$ cat config.mk
export PLATFORM = sky130hd
export DESIGN_NAME = muldiv_unit_flat
export DESIGN_NICKNAME = d
export VERILOG_FILES = /design/src/rtl/muldiv_if.sv /design/src/rtl/muldiv_unit.sv /design/src/flat_wrapper.sv
export SDC_FILE = /design/constraint.sdc
export NUM_CORES = 2
export LEC_CHECK = 0
export CORE_UTILIZATION = 55
export DETAILED_ROUTE_END_ITERATION = 10
export PLACE_DENSITY_LB_ADDON = 0.2
export SLEW_MARGIN = 30
export SYNTH_ARGS = -nofsm -noshare
export SYNTH_HDL_FRONTEND = slang
export SYNTH_SLANG_ARGS = --single-unit
$ cat constraint.sdc
create_clock -name clk -period 9.3 [get_ports clk]
set_input_delay 2.325 -clock clk [delete_from_list [all_inputs] [get_ports clk]]
set_output_delay 2.325 -clock clk [all_outputs]
set_load 0.02 [all_outputs]
$ cat src/rtl/muldiv_if.sv
// -----------------------------------------------------------------------------
// muldiv_if : issue/result bus between the execute stage and muldiv_unit.
//
//   valid    requester -> unit   issue request (looked at only while ready=1)
//   ready    unit -> requester   unit idle, issue accepted on this edge
//   funct3   requester -> unit   M-extension funct3 (000 MUL .. 111 REMU)
//   is_op32  requester -> unit   W variant
//   op1/op2  requester -> unit   rs1 / rs2 values
//   flush    requester -> unit   abort the in-flight operation
//   rvalid   unit -> requester   one-cycle result strobe
//   result   unit -> requester   result, stable until the next rvalid
// -----------------------------------------------------------------------------
interface muldiv_if #(
   parameter int XLEN = 64
);
   logic            valid;
   logic            ready;
   logic [2:0]      funct3;
   logic            is_op32;
   logic [XLEN-1:0] op1;
   logic [XLEN-1:0] op2;
   logic            flush;
   logic            rvalid;
   logic [XLEN-1:0] result;

   modport master (
      output valid, funct3, is_op32, op1, op2, flush,
      input  ready, rvalid, result
   );

   modport slave (
      input  valid, funct3, is_op32, op1, op2, flush,
      output ready, rvalid, result
   );
endinterface

$ cat src/rtl/muldiv_unit.sv
// -----------------------------------------------------------------------------
// muldiv_unit : iterative RV64M multiply / divide engine.
//
// Ports:
//   clk  core clock
//   rst  asynchronous reset, active-high
//   bus  muldiv_if.slave (valid/ready issue, funct3, is_op32, op1, op2,
//        flush, rvalid, result)
//
// Multiplies use a radix-2 shift-add over XLEN cycles, divides a restoring
// shift-subtract over XLEN cycles, both on operand magnitudes with the sign
// fixed up on the last step. Divide-by-zero and signed overflow bypass the
// iteration and go straight to FINISH.
// -----------------------------------------------------------------------------
module muldiv_unit #(
   parameter int XLEN = 64
) (
   input logic     clk,
   input logic     rst,
   muldiv_if.slave bus
);

   typedef enum logic [1:0] {S_IDLE, S_MUL, S_DIV, S_FINISH} state_t;

   localparam int              CW       = $clog2(XLEN);
   localparam logic [CW-1:0]   CNT_LAST = CW'(XLEN - 1);
   localparam logic [XLEN-1:0] MOST_NEG = {1'b1, {(XLEN-1){1'b0}}};

   // Extend a 32-bit operand to XLEN, signed or unsigned.
   function automatic logic [XLEN-1:0] ext32(input logic [31:0] v, input logic sgn);
      return {{(XLEN-32){sgn & v[31]}}, v};
   endfunction

   // W variants return the low word sign-extended.
   function automatic logic [XLEN-1:0] wfix(input logic [XLEN-1:0] v, input logic w);
      return w ? {{(XLEN-32){v[31]}}, v[31:0]} : v;
   endfunction

   // ---------------------------------------------------------------- state
   state_t            state_q,  state_d;
   logic [CW-1:0]     cnt_q,    cnt_d;
   logic [2:0]        funct3_q, funct3_d;
   logic              op32_q,   op32_d;
   logic              neg_q,    neg_d;     // product / quotient sign
   logic              rneg_q,   rneg_d;    // remainder sign
   // Mul: {partial product high, multiplier shifting out}.
   // Div: {partial remainder, dividend shifting out / quotient shifting in}.
   logic [2*XLEN-1:0] acc_q,    acc_d;
   logic [XLEN-1:0]   mcand_q,  mcand_d;   // multiplicand or divisor magnitude
   logic [XLEN-1:0]   result_q, result_d;

   // ------------------------------------------------- operand preparation
   logic            in_div, s1_in, s2_in;
   logic [XLEN-1:0] a_ext, b_ext, a_mag, b_mag, special_res;
   logic            a_neg, b_neg, div_zero, div_ovf;

   assign in_div = bus.funct3[2];
   assign s1_in  = in_div ? ~bus.funct3[0] : (bus.funct3 == 3'b001 || bus.funct3 == 3'b010);
   assign s2_in  = in_div ? ~bus.funct3[0] : (bus.funct3 == 3'b001);

   assign a_ext  = bus.is_op32 ? ext32(bus.op1[31:0], s1_in) : bus.op1;
   assign b_ext  = bus.is_op32 ? ext32(bus.op2[31:0], s2_in) : bus.op2;
   assign a_neg  = s1_in & a_ext[XLEN-1];
   assign b_neg  = s2_in & b_ext[XLEN-1];
   assign a_mag  = a_neg ? -a_ext : a_ext;
   assign b_mag  = b_neg ? -b_ext : b_ext;

   assign div_zero = (b_ext == '0);
   // Overflow is judged at the operative width: a 32-bit MIN / -1 does not
   // look like an overflow once extended to 64 bits.
   assign div_ovf  = s1_in & (bus.is_op32
                     ? (a_ext[31:0] == 32'h8000_0000 && b_ext[31:0] == 32'hFFFF_FFFF)
                     : (a_ext == MOST_NEG && b_ext == '1));

   always_comb begin
      special_res = '0;
      if (div_zero)
         special_res = bus.funct3[1] ? a_ext : '1;
      else
         special_res = bus.funct3[1] ? '0 : a_ext;
   end

   // ------------------------------------------------------- multiply step
   logic [XLEN:0]     mul_sum;
   logic [2*XLEN-1:0] mul_next, mul_sgn;
   logic [XLEN-1:0]   mul_pick;

   assign mul_sum  = {1'b0, acc_q[2*XLEN-1:XLEN]} + (acc_q[0] ? {1'b0, mcand_q} : '0);
   assign mul_next = {mul_sum, acc_q[XLEN-1:1]};
   assign mul_sgn  = neg_q ? -mul_next : mul_next;
   assign mul_pick = (funct3_q == 3'b000) ? mul_sgn[XLEN-1:0] : mul_sgn[2*XLEN-1:XLEN];

   // -------------------------------------------------------- divide step
   logic [XLEN:0]   div_sh, div_diff;
   logic            div_fits;
   logic [XLEN-1:0] div_r, div_q, quo_fin, rem_fin, div_pick;

   assign div_sh   = {acc_q[2*XLEN-1:XLEN], acc_q[XLEN-1]};
   assign div_diff = div_sh - {1'b0, mcand_q};
   assign div_fits = ~div_diff[XLEN];
   assign div_r    = div_fits ? div_diff[XLEN-1:0] : div_sh[XLEN-1:0];
   assign div_q    = {acc_q[XLEN-2:0], div_fits};
   assign quo_fin  = neg_q  ? -div_q : div_q;
   assign rem_fin  = rneg_q ? -div_r : div_r;
   assign div_pick = funct3_q[1] ? rem_fin : quo_fin;

   // ------------------------------------------------ next-state / datapath
   always_comb begin
      state_d  = state_q;
      cnt_d    = cnt_q;
      funct3_d = funct3_q;
      op32_d   = op32_q;
      neg_d    = neg_q;
      rneg_d   = rneg_q;
      acc_d    = acc_q;
      mcand_d  = mcand_q;
      result_d = result_q;

      case (state_q)
         S_IDLE: begin
            // flush beats a simultaneous issue
            if (bus.valid && !bus.flush) begin
               funct3_d = bus.funct3;
               op32_d   = bus.is_op32;
               neg_d    = a_neg ^ b_neg;
               rneg_d   = a_neg;
               cnt_d    = '0;
               if (in_div) begin
                  acc_d   = {{XLEN{1'b0}}, a_mag};
                  mcand_d = b_mag;
               end else begin
                  acc_d   = {{XLEN{1'b0}}, b_mag};
                  mcand_d = a_mag;
               end
               if (in_div && (div_zero || div_ovf)) begin
                  result_d = wfix(special_res, bus.is_op32);
                  state_d  = S_FINISH;
               end else begin
                  state_d  = in_div ? S_DIV : S_MUL;
               end
            end
         end
         S_MUL: begin
            if (bus.flush) begin
               state_d = S_IDLE;
            end else begin
               acc_d = mul_next;
               cnt_d = cnt_q + 1'b1;
               if (cnt_q == CNT_LAST) begin
                  result_d = wfix(mul_pick, op32_q);
                  cnt_d    = '0;
                  state_d  = S_FINISH;
               end
            end
         end
         S_DIV: begin
            if (bus.flush) begin
               state_d = S_IDLE;
            end else begin
               acc_d = {div_r, div_q};
               cnt_d = cnt_q + 1'b1;
               if (cnt_q == CNT_LAST) begin
                  result_d = wfix(div_pick, op32_q);
                  cnt_d    = '0;
                  state_d  = S_FINISH;
               end
            end
         end
         default: begin
            state_d = S_IDLE;
         end
      endcase
   end

   always_ff @(posedge clk or posedge rst) begin
      if (rst) begin
         state_q  <= S_IDLE;
         cnt_q    <= '0;
         funct3_q <= '0;
         op32_q   <= 1'b0;
         neg_q    <= 1'b0;
         rneg_q   <= 1'b0;
         acc_q    <= '0;
         mcand_q  <= '0;
         result_q <= '0;
      end else begin
         state_q  <= state_d;
         cnt_q    <= cnt_d;
         funct3_q <= funct3_d;
         op32_q   <= op32_d;
         neg_q    <= neg_d;
         rneg_q   <= rneg_d;
         acc_q    <= acc_d;
         mcand_q  <= mcand_d;
         result_q <= result_d;
      end
   end

   assign bus.ready  = (state_q == S_IDLE);
   // A flush during FINISH suppresses the strobe in that same cycle.
   assign bus.rvalid = (state_q == S_FINISH) && !bus.flush;
   assign bus.result = result_q;

endmodule
$ cat src/flat_wrapper.sv
// flat-port wrapper written by rule: the top's interface ports become plain ports
module muldiv_unit_flat 
#(
   parameter int XLEN = 64
)
  (clk, rst, bus_valid, bus_funct3, bus_is_op32, bus_op1, bus_op2, bus_flush, bus_ready, bus_rvalid, bus_result);
  muldiv_if #(.XLEN(XLEN)) bus_i ();
  input logic clk;
  input logic rst;
  input wire logic [$bits(bus_i.valid)-1:0] bus_valid;
  input wire logic [$bits(bus_i.funct3)-1:0] bus_funct3;
  input wire logic [$bits(bus_i.is_op32)-1:0] bus_is_op32;
  input wire logic [$bits(bus_i.op1)-1:0] bus_op1;
  input wire logic [$bits(bus_i.op2)-1:0] bus_op2;
  input wire logic [$bits(bus_i.flush)-1:0] bus_flush;
  output wire logic [$bits(bus_i.ready)-1:0] bus_ready;
  output wire logic [$bits(bus_i.rvalid)-1:0] bus_rvalid;
  output wire logic [$bits(bus_i.result)-1:0] bus_result;
  assign bus_i.valid = bus_valid;
  assign bus_i.funct3 = bus_funct3;
  assign bus_i.is_op32 = bus_is_op32;
  assign bus_i.op1 = bus_op1;
  assign bus_i.op2 = bus_op2;
  assign bus_i.flush = bus_flush;
  assign bus_ready = bus_i.ready;
  assign bus_rvalid = bus_i.rvalid;
  assign bus_result = bus_i.result;
  muldiv_unit #(.XLEN(XLEN)) u_core (.clk(clk), .rst(rst), .bus(bus_i));
endmodule
After elaboration in Yosys (flattened, before gate mapping)
Cells that the tools add are included.
Widths: inputs -> output; s select.
{ "totals": {"rom_bits": 0, "ff_bits": 270, "word_cells": 105, "ramBits": 0, "latchBits": 0, "in_bits": 136, "mem_count": 0, "output_inout_bits": 66} }
{ "op_classes": {"n_reduce_logical": 19, "eq_ne": 18, "mul": 0, "bitwise_logic": 8, "n_lt_le_gt_ge": 0, "add_sub_neg": 8, "n_shift": 0, "n_mux": 43, "div": 0} }
{ "op_table": {"columns": ["operator", "count"], "rows": [
  ["$mux 64", 24],
  ["$mux 128", 4],
  ["$pmux 128 s3", 1],
  ["$neg 64->64", 4],
  ["$pmux 64 s3", 1],
  ["$eq 64x64->1 const B", 2],
  ["$neg 128->128", 1],
  ["$add 64x65->65", 1],
  ["$sub 65x64->65", 1],
  ["$eq 32x32->1 const B", 2],
  ["$logic_not 64->1", 1],
  ["$mux 6", 3],
  ["$pmux 6 s2", 1],
  ["$mux 2", 5],
  ["$ne 2x1->1 const B", 4],
  ["$reduce_and 7->1", 1],
  ["$add 6x1->6 const B", 1],
  ["$eq 6x6->1 const B", 1],
  ["$ne 2x2->1 const B", 3],
  ["$and 1x1->1", 5],
  ["$logic_and 1x1->1", 5],
  ["$eq 2x2->1 const B", 2],
  ["$pmux 2 s2", 1],
  ["$reduce_and 2->1", 2],
  ["other kinds (16)", 20]
]} }

Logic depth before layout (Yosys ltp)
{ "logic_depth": {"ltp_word": 14, "depth_mapped": 31} }

Worst setup path after synthesis
Ideal clock, no wire load.
{ "synth_timing": {"path_kind": "reg-to-reg", "from": "register u_core.acc_q[63]", "to": "register u_core.result_q[60] (netlist: u_core.bus.result[60])", "t_arrival_ns": 6.964, "stages_incl_launch_ff": 29, "setup_ns": 0.126, "path_buffers": 6, "path_slack_ns": 2.210, "cell_sequence": "dfrtp_1 > inv_1 > ha_1 > fa_1 > nand2b_1 > a21oi_1 > o21ai_0 > o21ai_1 > and4_1 > and3_1 > clkbuf_1 > nor2_1 > inv_1 > clkbuf_1 > clkbuf_1 > clkbuf_1 > buf_1 > buf_1 > nor2_1 > a21oi_1 > ha_1 > nand3_1 > o31ai_1 > a21boi_0 > nand4_1 > nor4b_1 > mux2i_1 > nand2_1 > a221o_1"} }
{ "synth_via": {"elab_chain_cells": 9, "word_cells_on_any_way": 18, "cone_classes": "add/sub: 4; mux: 13; bitwise: 1"} }
{ "synth_rtl": {"columns": ["item", "line_no", "rtl"], "rows": [
  ["from (decl)", "muldiv_unit.sv:48", "logic [2*XLEN-1:0] acc_q, acc_d;"],
  ["from (signal assigned)", "muldiv_unit.sv:183", "acc_q <= '0;"],
  ["from (signal assigned)", "muldiv_unit.sv:193", "acc_q <= acc_d;"],
  ["$sub 65x64->65", "muldiv_unit.sv:99", "assign div_diff = div_sh - {1'b0, mcand_q};"],
  ["$mux 64 or $not 1->1 (tied branches)", "muldiv_unit.sv:101, muldiv_unit.sv:100", null],
  ["$neg 64->64 (on tied branches)", "muldiv_unit.sv:104, muldiv_unit.sv:103", null],
  ["$mux 64 (on tied branches)", "muldiv_unit.sv:104, muldiv_unit.sv:103", null],
  ["$mux 64", "muldiv_unit.sv:105", "assign div_pick = funct3_q[1] ? rem_fin : quo_fin;"],
  ["$mux 64", "muldiv_unit.sv:36", "return w ? {{(XLEN-32){v[31]}}, v[31:0]} : v;"],
  ["$mux 64", "muldiv_unit.sv:162", "if (cnt_q == CNT_LAST) begin"],
  ["$mux 64", "muldiv_unit.sv:157", "if (bus.flush) begin"],
  ["$pmux 64 s3 (*)", "muldiv_unit.sv:119", "case (state_q)"],
  ["to (signal assigned)", "muldiv_unit.sv:195", "result_q <= result_d;"],
  ["to (decl)", "muldiv_unit.sv:50", "logic [XLEN-1:0] result_q, result_d;"]
]} }
Mark *: on every way between the ends. The rest lies on a longest branch, timed or not. The select of a mux whose other input is x is not followed.
A chain may end at the register's enable or synchronous reset.

Worst setup path in the final report
Ends and elaborated chain as after synthesis.

==> flow_summary.ini <==
[logic_synthesis]
yosys.area.top_type = dfrtp_1
synthesis.nets = 5867
yosys-top-cells-area = dfrtp_1 18%, o21ai_0 8.2%, nand2_1 8.1%
synthArstFlopShare_pct = 100
yosys.area.top_type_share_pct = 18.0
synth_enable_flop_cells = 0
synth_flop_cell = dfrtp_1
seq_area_frac_synth_pct = 18.0
ys_ff_latch = 270
yosysWarnings = 0
yosysUniqueCellTypes = 89
syn_inst = 5589
synth_area_sq_um = 37600
synth_area_per_cell_sq_um = 6.72

[cts]
cts_made_buffers = 34
cts_buffer_depth = 3
post_cts_buffers = 0
clk_pin_slew_worst_paths_ps = 70
hold_buffers = 0
clkLatencyLatePin_ps = 590
clkSinkCount = 270
cts-root-buf = clkbuf_16
cts_tree = done
post_cts_resized = 0
cts.htree.levels = 2

[sta]
fin_skew_ps = 44.0
hold_violations = 0
fin_crit_sh_pct = 84.1
setup_tns_ps = 0
fin_crit_ps = 7820
slew_headroom_pct = 28.2
rsz0062_at_grt = no
slew_violations = 0
tightestPinTransition_ps = 1070
maxClockFrequency_ghz = 0.128
finalSetupViolCount = 0

[drt]
dr.pass1.iters = 7
viasPerCell = 7.31
num_vias = 46600
route.met3.wl_um = 29200
top_layer = met5
drt-met1-wl_um = 69200
drt_iter0_markers = 8269
drt-total-wl_um = 188000
ant_nets = 0
wl_per_cell_um = 29.4
dr_wl_met2_um = 75600
drc = 0

[floorplanning]
dieArea_sq_um = 69400
die_h_um = 263
die_w_um = 263
rows = 95
core_sq_um = 67400
initial_core_util_pct = 55.7
ios = 202

[final_layout]
final_cell_mix = 807 x nand2_1, 617 x o21ai_0, 555 x nor2_1, 479 x a21oi_1, 267 x dfrtp_1
finalNetCount = 5757
drive_above_1_share_pct = 4.60
area_growth_syn_to_layout_pct = 9.14
final_common_cell = nand2_1
fin_util_pct = 60.8
instances_no_fill = 6379

[setup_path]
arrival_ps = 8270
critPathMaxFanout = 12
critical-path-slowest-cell = a21boi_0
cp.required_ps = 9750
critical_path_class = reg2reg
critPathMaxStageDelay_ps = 830
cp_common_cell = buf_4
path_delay_family = compound AO/OA/AOI/OAI gates
worstSetupEndpointType = flop
cp-start-kind = flop
critPathBufInv = 5

[global_route]
grt_pass1_vias = 41900
antenna_found_initial = 7
grt_max_degree = 188
track_usage_pct = 52.0
grt_pass1_wl_um = 274000
grt_overflow = 0

[worst_hold_path]
min_path_type = reg2reg

[flow_run]
maxCapViolCount = 0

[place]
place_inst = 6315
hpwl_um = 144000
routabilityCongestion = 1.11
numPortBuffers = 201

[power]
p_leak_nw = 16.1
ir_worst_vdd_v = 0.000315
powerDensity_nw_per_um2 = 354

[run_status]
status = finished clean
[per-layer routing]
metal	vias to the layer above	track usage (%)
li1	20300	-
met1	21600	67.7
met2	3883	74.4
met3	834	18.1
met4	4	29.6
met5	-	0
[per-stage QoR]
stage | area [sq um] | hold WS (ps) | setup WS (ps) | total power [mW]
floorplan | 37600 | 450 | 2210 | 8.64
global placement | 39800 | 461 | 1510 | 12.2
detailed placement | 39800 | 465 | 1360 | 12.3
CTS | 40900 | 478 | 1910 | 13.7
global route | 41000 | 494 | 1180 | 14.9
finish | 41000 | 481 | 1480 | 14.5
[flip-flops by register name, summed over array words and instances (netlist names)]
| name | count |
|---|---|
| u_core.acc_q | 128 |
| u_core.funct3_q | 3 |
| u_core.cnt_q | 6 |
| u_core.bus.result | 64 |
| u_core.state_q | 2 |
| u_core.mcand_q | 64 |
| u_core.op32_q | 1 |
| u_core.neg_q | 1 |
| u_core.rneg_q | 1 |
[report_power, final]
part / total (mW) / switching (mW) / internal, mW / leakage, nW
sequential: 2.51 / 0.879 / 1.63 / 3.47
combinational: 10.6 / 7.36 / 3.23 / 12.1
clock: 1.44 / 0.623 / 0.814 / 0.550
total: 14.5 / 8.86 / 5.67 / 16.1
[synth_stat cells (64+ instances only)]
| library cell | instances |
|---|---|
| xor2_1 | 170 |
| a211oi_1 | 64 |
| ha_1 | 140 |
| inv_1 | 136 |
| nor3_1 | 179 |
| a21oi_1 | 480 |
| dfrtp_1 | 270 |
| o21ai_0 | 617 |
| or3_1 | 65 |
| nor4_1 | 78 |
| a22oi_1 | 65 |
| xnor2_1 | 228 |
| nand2_1 | 808 |
| nand4_1 | 100 |
| clkbuf_1 | 392 |
| nor2_1 | 556 |
| nand3_1 | 113 |
| o31ai_1 | 106 |
[logic make-up after synthesis]
| logic type | share of synthesized area [%] |
|---|---|
| AND/OR/NAND/NOR | 26.9 |
| AO/OA/AOI/OAI | 31.7 |
| buffers and inverters | 5.76 |
| XOR/XNOR | 9.28 |
| flip-flops | 18.0 |
| adder cells (fa/ha/maj) | 6.31 |
| multiplexers | 2.08 |
[tightest hold or removal path: cells and delay by family (launching register included)]
kind / cells / cell delay, ps
AOI/OAI and AO/OA: 1 / 60
and+or+nand+nor: 1 / 50
DFF: 1 / 340
[area by class of cell]
type,instances,area [sq um]
diodes,1,2.50
clock inverters,13,141
flip-flops and latches,270,6760
fillers,6378,26400
multi-input cells,4748,28800
inverters,138,523
clock buffers,49,1000
well taps,873,1090
repair buffers,287,2710
[path summary, 6_finish.rpt]
check,slack [ps],to,start,cells past startpoint
setup reg to reg,1480,u_core.bus.result[60],u_core.acc_q[63],26
hold reg to reg,480,u_core.mcand_q[62],u_core.mcand_q[62],2
setup / recovery,1480,u_core.bus.result[60],u_core.acc_q[63],26
min in group asynchronous,2210,u_core.acc_q[11],rst,2
max in group asynchronous,5170,u_core.acc_q[74],rst,4
hold / removal,480,u_core.mcand_q[62],u_core.mcand_q[62],2
Note: power is estimated with default switching activity, not from simulation.
